--- src/rtl/qu_common.sv ---
// Shared types for the data-memory port.
//   sb_entry_t        : one posted store {word address, data}
//   dmem_port_state_t : load-sequencing FSM states of dmem_port
package qu_common;

   typedef struct packed {
      logic [29:0] waddr;
      logic [31:0] data;
   } sb_entry_t;

   typedef enum logic [2:0] {
      IDLE,
      RD_DRAIN,
      RD_REQ,
      RD_WAIT,
      RESP
   } dmem_port_state_t;

endpackage

--- src/rtl/dmem_port_store_buffer.sv ---
// store_buffer: in-order posted-store FIFO with a youngest-match lookup.
//   clk, rst        : clock, synchronous active-high reset
//   push, push_entry: enqueue a store (accepted when not full, or full with a pop)
//   pop             : dequeue the head entry (ignored when empty)
//   head            : oldest entry
//   count           : occupancy, 0..DEPTH
//   full, empty     : occupancy flags
//   dropped         : a push was refused this cycle (full, no pop)
//   lookup_waddr    : word address to search for
//   hit, hit_data   : youngest valid entry with matching address, and its data
module store_buffer
   import qu_common::*;
#(
   parameter int DEPTH = 4
) (
   input  logic                     clk,
   input  logic                     rst,
   input  logic                     push,
   input  sb_entry_t                push_entry,
   input  logic                     pop,
   output sb_entry_t                head,
   output logic [$clog2(DEPTH):0]   count,
   output logic                     full,
   output logic                     empty,
   output logic                     dropped,
   input  logic [29:0]              lookup_waddr,
   output logic                     hit,
   output logic [31:0]              hit_data
);

   localparam int PW = $clog2(DEPTH);
   localparam logic [PW:0] FULL_CNT = (PW + 1)'(DEPTH);

   sb_entry_t         mem [DEPTH];
   logic [PW-1:0]     rd_ptr;
   logic [PW-1:0]     wr_ptr;
   logic              do_push;
   logic              do_pop;

   assign empty   = (count == '0);
   assign full    = (count == FULL_CNT);
   assign do_pop  = pop && !empty;
   // A full buffer still accepts a push when the head leaves in the same cycle.
   assign do_push = push && (!full || do_pop);
   assign dropped = push && full && !do_pop;
   assign head    = mem[rd_ptr];

   // Pointers are PW bits wide, so they wrap modulo DEPTH on their own.
   always_ff @(posedge clk) begin
      if (rst) begin
         rd_ptr <= '0;
         wr_ptr <= '0;
         count  <= '0;
      end else begin
         if (do_push) wr_ptr <= wr_ptr + 1'b1;
         if (do_pop)  rd_ptr <= rd_ptr + 1'b1;
         count <= count + (PW + 1)'(do_push) - (PW + 1)'(do_pop);
      end
   end

   always_ff @(posedge clk) begin
      if (do_push) mem[wr_ptr] <= push_entry;
   end

   // Walk oldest to youngest so a later match overrides an earlier one.
   always_comb begin
      hit      = 1'b0;
      hit_data = '0;
      for (int i = 0; i < DEPTH; i++) begin
         if (((PW + 1)'(i) < count) &&
             (mem[rd_ptr + PW'(i)].waddr == lookup_waddr)) begin
            hit      = 1'b1;
            hit_data = mem[rd_ptr + PW'(i)].data;
         end
      end
   end

endmodule

--- src/rtl/dmem_port.sv ---
// dmem_port: retire-side data-memory port.
//   Stores are posted into a store buffer and drained to the bus in order.
//   Loads forward from the buffer when possible, otherwise wait for the
//   buffer to drain and issue a bus read. Each load completes with a
//   one-cycle dmem_valid pulse carrying dmem_rdata.
//   clk, rst                        : clock, synchronous active-high reset
//   dmem_wr_en/rd_en/addr/wdata     : retire request side
//   dmem_valid, dmem_rdata          : load completion (registered)
//   mem_req/we/addr/wdata, mem_gnt  : bus request, held until granted
//   mem_rvalid, mem_rdata           : bus read return
//   sb_count, sb_overflow           : buffer occupancy, sticky drop flag
module dmem_port
   import qu_common::*;
#(
   parameter int SB_DEPTH = 4
) (
   input  logic                        clk,
   input  logic                        rst,
   input  logic                        dmem_wr_en,
   input  logic                        dmem_rd_en,
   input  logic [31:0]                 dmem_addr,
   input  logic [31:0]                 dmem_wdata,
   output logic                        dmem_valid,
   output logic [31:0]                 dmem_rdata,
   output logic                        mem_req,
   output logic                        mem_we,
   output logic [31:0]                 mem_addr,
   output logic [31:0]                 mem_wdata,
   input  logic                        mem_gnt,
   input  logic                        mem_rvalid,
   input  logic [31:0]                 mem_rdata,
   output logic [$clog2(SB_DEPTH):0]   sb_count,
   output logic                        sb_overflow
);

   dmem_port_state_t state;
   dmem_port_state_t next_state;

   sb_entry_t   push_entry;
   sb_entry_t   sb_head;
   logic        sb_full;
   logic        sb_empty;
   logic        sb_dropped;
   logic        sb_hit;
   logic [31:0] sb_hit_data;
   logic        sb_pop;
   logic        drain_req;
   logic        fwd_hit;
   logic [31:0] fwd_data;
   logic [29:0] rd_waddr;
   logic [31:0] resp_data;

   assign push_entry = '{waddr: dmem_addr[31:2], data: dmem_wdata};

   store_buffer #(
      .DEPTH (SB_DEPTH)
   ) u_sb (
      .clk          (clk),
      .rst          (rst),
      .push         (dmem_wr_en),
      .push_entry   (push_entry),
      .pop          (sb_pop),
      .head         (sb_head),
      .count        (sb_count),
      .full         (sb_full),
      .empty        (sb_empty),
      .dropped      (sb_dropped),
      .lookup_waddr (dmem_addr[31:2]),
      .hit          (sb_hit),
      .hit_data     (sb_hit_data)
   );

   // Loads and stores share dmem_addr, so a same-cycle store always matches
   // the load address and, being youngest, takes priority over the buffer.
   assign fwd_hit  = dmem_wr_en || sb_hit;
   assign fwd_data = dmem_wr_en ? dmem_wdata : sb_hit_data;

   // Drain is suppressed only while a read owns the bus. Reads are entered
   // only with an empty buffer, so a presented drain is never pre-empted.
   assign drain_req = !sb_empty && (state != RD_REQ) && (state != RD_WAIT);
   assign sb_pop    = drain_req && mem_gnt;

   // ---------------- state register ----------------
   always_ff @(posedge clk) begin
      if (rst) state <= IDLE;
      else     state <= next_state;
   end

   // ---------------- next-state logic ----------------
   always_comb begin
      next_state = state;
      case (state)
         IDLE: begin
            if (dmem_rd_en) begin
               if (fwd_hit)                      next_state = RESP;
               else if (sb_empty && !dmem_wr_en) next_state = RD_REQ;
               else                              next_state = RD_DRAIN;
            end
         end
         // A push arriving this cycle keeps us waiting for it to drain too.
         RD_DRAIN: if (sb_empty && !dmem_wr_en) next_state = RD_REQ;
         RD_REQ:   if (mem_gnt)                 next_state = RD_WAIT;
         RD_WAIT:  if (mem_rvalid)              next_state = RESP;
         RESP:                                  next_state = IDLE;
         default:                               next_state = IDLE;
      endcase
   end

   // ---------------- bus outputs ----------------
   always_comb begin
      mem_req   = 1'b0;
      mem_we    = 1'b0;
      mem_addr  = '0;
      mem_wdata = '0;
      if (state == RD_REQ) begin
         mem_req  = 1'b1;
         mem_addr = {rd_waddr, 2'b00};
      end else if (drain_req) begin
         mem_req   = 1'b1;
         mem_we    = 1'b1;
         mem_addr  = {sb_head.waddr, 2'b00};
         mem_wdata = sb_head.data;
      end
   end

   // ---------------- load address and response registers ----------------
   always_ff @(posedge clk) begin
      if (rst) begin
         rd_waddr <= '0;
      end else if (state == IDLE && dmem_rd_en) begin
         rd_waddr <= dmem_addr[31:2];
      end
   end

   // Response data is zero outside the RESP cycle so dmem_rdata is clean.
   always_ff @(posedge clk) begin
      if (rst) begin
         dmem_valid <= 1'b0;
         resp_data  <= '0;
      end else begin
         dmem_valid <= (next_state == RESP);
         if (next_state == RESP)
            resp_data <= (state == IDLE) ? fwd_data : mem_rdata;
         else
            resp_data <= '0;
      end
   end

   assign dmem_rdata = resp_data;

   always_ff @(posedge clk) begin
      if (rst)             sb_overflow <= 1'b0;
      else if (sb_dropped) sb_overflow <= 1'b1;
   end

endmodule

--- config.mk ---
export PLATFORM = sky130hd
export DESIGN_NAME = dmem_port
export DESIGN_NICKNAME = d
export VERILOG_FILES = /design/src/rtl/qu_common.sv /design/src/rtl/dmem_port_store_buffer.sv /design/src/rtl/dmem_port.sv
export SDC_FILE = /design/constraint.sdc
export NUM_CORES = 1
export LEC_CHECK = 0
export BUFFER_PORTS_ARGS = -buffer_cell sky130_fd_sc_hd__buf_2
export CAP_MARGIN = 20
export CORE_MARGIN = 2
export CORE_UTILIZATION = 48
export DETAILED_ROUTE_END_ITERATION = 12
export GPL_TIMING_DRIVEN = 0
export PLACE_DENSITY = 0.75
export SKIP_LAST_GASP = 1
export SYNTH_ARGS = -nofsm -noshare
export SYNTH_HDL_FRONTEND = slang
export SYNTH_SLANG_ARGS = --single-unit
--- constraint.sdc ---
create_clock -name clk -period 9.7 [get_ports clk]
set_input_delay 1.94 -clock clk [delete_from_list [all_inputs] [get_ports clk]]
set_output_delay 1.94 -clock clk [all_outputs]
set_load 0.03 [all_outputs]
Word-level counts from Yosys, hierarchy flattened:

Memory sizes are Yosys's and may differ from the RTL's. A register that Yosys moved wholly into a read port is not among the register bits.
Cells that the tools add are included.

* flip-flop bits (word level): 74
* memory bits (writable): 248
* input port bits: 102
* output and inout port bits: 103
* word-level logic and storage cells: 81
* memories kept: 1

* add/subtract/negate cells: 6
* $lt $le $gt $ge: 4
* eq/ne operators: 11
* mux-type cells: 28
* bitwise logic cells: 1
* reductions and logical operators: 22

Memory list
* u_sb.mem: depth 4, bits a word 62, read ports 4, clocked after memory_dff 1, write ports 1, line dmem_port_store_buffer.sv:34 `sb_entry_t mem [DEPTH];`

Operators by type and width (number)
* $mux W32: 10
* $eq A30 B30 Y1: 4
* $mux W3: 5
* $logic_and A1 B1 Y1: 13
* $pmux W3 S4: 1
* $mux W1: 9
* $eq A3 B2 Y1 const B: 2
* $eq A3 B3 Y1 const B: 2
* $logic_not A3 Y1: 2
* $lt A1 B3 Y1 const A: 2
* $lt A2 B3 Y1 const A: 2
* $mux W2: 3
* $ne A3 B2 Y1 const B: 2
* $add A2 B1 Y2 const B: 2
* $add A2 B2 Y2 const B: 2
* $logic_not A1 Y1: 4
* $add A3 B1 Y3: 1
* $eq A3 B1 Y1 const B: 1
* $sub A3 B1 Y3: 1
* $logic_or A1 B1 Y1: 2
* $reduce_or A2 Y1: 1
* $not A1 Y1: 1

Depth between registers and ports, before layout:

An unclocked memory read counts as a cell.

* depth after elaboration: 14
* gate-level depth with buffers: 17
* depth with buffers taken out: 11

By module:

Synthesis repeated with hierarchy kept, for this count alone.

* cell total of the unflattened synthesis: 1443
* area total of the unflattened synthesis: 19421.1 um2

By module, submodules not included
* store_buffer: times used 1, cells each 1100, area an instance 16299.4 um2, seq. area each 7627.3 um2
* dmem_port: times used 1, cells each 343, area an instance 3121.7 um2, seq. area each 1341.3 um2

Least setup slack after synthesis:

OpenSTA, ideal clock, no wires.

* path type: input -> register
* start point: input port dmem_wr_en
* end point: memory u_sb.mem[0][0] (netlist bit), enable pin
* setup time: 0.426 ns
* arrival time: 4.017 ns
* path slack: 5.256 ns
* cell stages on the path: 4
* path through: buf_6 inv_1 a31oi_1 and2_1

* word-level cells in the longest chain between the ends: 3

RTL lines
* start, declared: line dmem_port.sv:19 `input logic dmem_wr_en,`
* $logic_and A1 B1 Y1: line dmem_port_store_buffer.sv:44 `assign do_push = push && (!full || do_pop);`
* net u_sb.do_push: line dmem_port_store_buffer.sv:37 `logic do_push;`
* $mux W1: line dmem_port_store_buffer.sv:62 `if (do_push) mem[wr_ptr] <= push_entry;`
* $mux W1 (not written as such): line dmem_port_store_buffer.sv:62
* end, declared: line dmem_port_store_buffer.sv:34

The timed path passes the listed nets, and every way through them passes these cells.

==> results.sh <==
export IMPL_initial_core_util=0.486
export IMPL_top_layer_used="met5"
export IMPL_crit_required_ns=7.76
export IMPL_netlist_instances=1685
export IMPL_hold_worst_slack_ns=0.456
export IMPL_place_inst=2475
export IMPL_p_leak_uw=0.00804
export IMPL_max_slew_margin=0.222
export IMPL_grt_max_degree=51
export IMPL_wl_per_cell_um=28.9
export IMPL_htreeDepth=2
export IMPL_setup_viol=0
export IMPL_fin_crit_ns=6.31
export IMPL_min_from="rd_waddr[5]$_SDFFE_PP0P_"
export IMPL_syn2layout_area_growth_pct=14.6
export IMPL_multiInputGateArea_sq_um=10900
export IMPL_min_period_over_period=0.651
export IMPL_post_cts_buffers=0
export IMPL_design_die_area_sq_um=45300
export IMPL_cts_hold_buf=0
export IMPL_seqCellArea_sq_um=8970
export IMPL_fin_util=0.557
export IMPL_cts_tree="built"
export IMPL_async_flop_share=0
export IMPL_total_power_uw=6350
export IMPL_p_per_area_nw_per_um2=265
export IMPL_yosysSeqAreaShare=0.429
export IMPL_cap_violations=0
export IMPL_syn_cell_area_sq_um=20900
export IMPL_outcome="complete, no violations"
export IMPL_finalNonFillerCells=2548
export IMPL_syn_avg_cell_area_sq_um=12.4
export IMPL_cts_max_path_buffers=3
export IMPL_worstMarginPinSlew_ns=1.17
export IMPL_wl_met1_um=26500
export IMPL_crit_arrival_ns=4.37
export IMPL_fin_tns_setup_ns=0
export IMPL_fmax_ghz=0.158
export IMPL_vias_per_cell=6.65
export IMPL_grt_overflow_total=0
export IMPL_setup_worst_path_end_class="output port"
export IMPL_drt_iter0_markers=2443
export IMPL_hold_class="reg2reg"
export IMPL_critPathKind="reg2out"
export IMPL_die_h_um=213
export IMPL_ant_nets=0
export IMPL_grt_pass1_wl_um=107000
export IMPL_dieWidth_um=213
export IMPL_yosys_warnings=0
export IMPL_grt_setup_unrepaired="no"
export IMPL_cp_max_fo=10
export IMPL_dr_wl_met3_um=8780
export IMPL_clock_sinks=324
export IMPL_fillers=3592
export IMPL_grt_pass1_vias=16600
export IMPL_gp_congestion=0.949
export IMPL_rrSetupSlack_ns=4.26
export IMPL_drive_gt1_frac=0.284
export IMPL_path_clk_slew_ns=0.06
export IMPL_grt_antenna_before_repair=5
export IMPL_fin_skew_ns=0.0204
export IMPL_ios=205
export IMPL_hold_violations=0
export IMPL_worstSkewPairLatency_ns=0.59
export IMPL_dr_pass1_iters=6
export IMPL_grt_util_all_layers=0.327
export IMPL_drv_slew=0
export IMPL_io_buffers=199
export IMPL_core_area_sq_um=43100
export IMPL_ys_types=70
export IMPL_drc=0
export IMPL_fin_nets=2041
export IMPL_routed_wl_um=73600
export IMPL_ys_seq_elements=324
export IMPL_dp_hpwl_um=52800
export IMPL_cts_made_buffers=38
export IMPL_root_buffer="clkbuf_16"
export IMPL_critPathLaunchType="register"
export IMPL_route_met2_wl_um=34600
export IMPL_ys_flop_type="edfxtp_1"
export IMPL_cts_resized=0
export IMPL_ir_drop_uv=220
export IMPL_rows=76
export IMPL_synth_edf_count=248
export IMPL_vias=16900
sequential cells by signal, indices dropped and copies added (netlist names), named ones only:
name and count:
dmem_valid 1, rd_waddr 30, state 3, sb_overflow 1, u_sb.mem 248, u_sb.rd_ptr 2
dmem_rdata 32, u_sb.count 3, u_sb.wr_ptr 2
cells in the mapped netlist, types with 26 or more instances:
cell | number | area (sq um)
mux2i_1 | 62 | 621
edfxtp_1 | 248 | 7450
inv_1 | 55 | 206
a211oi_2 | 28 | 350
xor2_1 | 26 | 228
nor2_1 | 53 | 199
o21ai_0 | 80 | 400
mux4_2 | 200 | 4500
and2_1 | 41 | 257
or4_1 | 33 | 248
xnor2_1 | 82 | 718
clkbuf_1 | 100 | 375
and4_1 | 32 | 280
dfxtp_1 | 76 | 1520
a21oi_1 | 38 | 190
a41oi_1 | 33 | 289
nand3_1 | 43 | 215
nand2_1 | 223 | 837
path summary, 6_finish.rpt:
| path | end | cells past startpoint |
|---|---|---|
| max | mem_wdata[21] | 7 |
| min | rd_waddr[5]$_SDFFE_PP0P_ | 2 |
| max reg2reg | dmem_rdata[12]$_SDFF_PP0_ | 11 |
| min reg2reg | rd_waddr[5]$_SDFFE_PP0P_ | 2 |
layout by cell type, fill, tap and decap left out, types with 12 or more instances in the layout:
| master | n |
|---|---|
| and4_1 | 32 |
| nor2_1 | 53 |
| a21oi_1 | 38 |
| nor4_1 | 17 |
| nand2_1 | 223 |
| nand4_1 | 12 |
| xor2_1 | 26 |
| nand3_1 | 43 |
| mux4_2 | 200 |
| xnor2_1 | 82 |
| inv_1 | 55 |
| buf_1 | 18 |
| and2_1 | 37 |
| mux2i_1 | 62 |
| a41oi_1 | 33 |
| clkbuf_16 | 39 |
| a211oi_2 | 28 |
| dfxtp_1 | 76 |
| buf_2 | 225 |
| clkbuf_1 | 117 |
| a22o_1 | 25 |
| edfxtp_1 | 248 |
| o21ai_0 | 80 |
| or4_1 | 33 |
per-layer routing:
layer	vias up	track usage
li1	7061	-
met3	228	0.0878
met4	4	0.154
met2	1322	0.524
met5	-	0
met1	8332	0.415
power by group:
group	switching [uW]	leakage [uW]	total [uW]	internal, uW
sequential	110	0.00289	1770	1660
combinational	1960	0.00456	3190	1230
clock	591	0.000583	1400	806
critical path, cell delays in order, from the launching register on:
cell	delay [ns]
dfxtp_1	0.30
clkbuf_1	0.45
clkbuf_1	0.92
buf_2	0.63
clkbuf_1	0.63
mux4_2	0.43
and2_1	0.22
buf_2	0.19
cells by family (layout without fill, tap and decap cells):
kind of cell	after synthesis	count (layout)	synth area share
DFF	324	324	0.429
xor gates and xnor gates	108	108	0.0452
buffers and inverters	226	500	0.0519
adders and majority gates	9	9	0.00574
and+or+nand+nor	477	477	0.114
muxes	282	282	0.263
AOI/OAI and AO/OA	258	258	0.0916
other	1	5	0.000179
metrics by stage:
| stage | cell area [sq um] | setup WS (ns) |
|---|---|---|
| 2_1_floorplan | 20900 | 5.26 |
| 3_3_place_gp | 22600 | 2.69 |
| 3_5_place_dp | 22800 | 3.51 |
| 4_1_cts | 24000 | 3.57 |
| 5_1_grt | 24000 | 3.45 |
| 6_report | 24000 | 3.39 |
layout make-up:
type | instances | area share
multi-input cells | 1136 | 0.454
flip-flops and latches | 324 | 0.374
repair buffers | 204 | 0.0463
clock buffers | 60 | 0.0457
plain buffers | 169 | 0.0363
well taps | 585 | 0.0305
inverters | 57 | 0.00892
clock inverters | 10 | 0.00417
diodes | 3 | 0.000313
No activity file was read; power rests on OpenSTA's default activity.
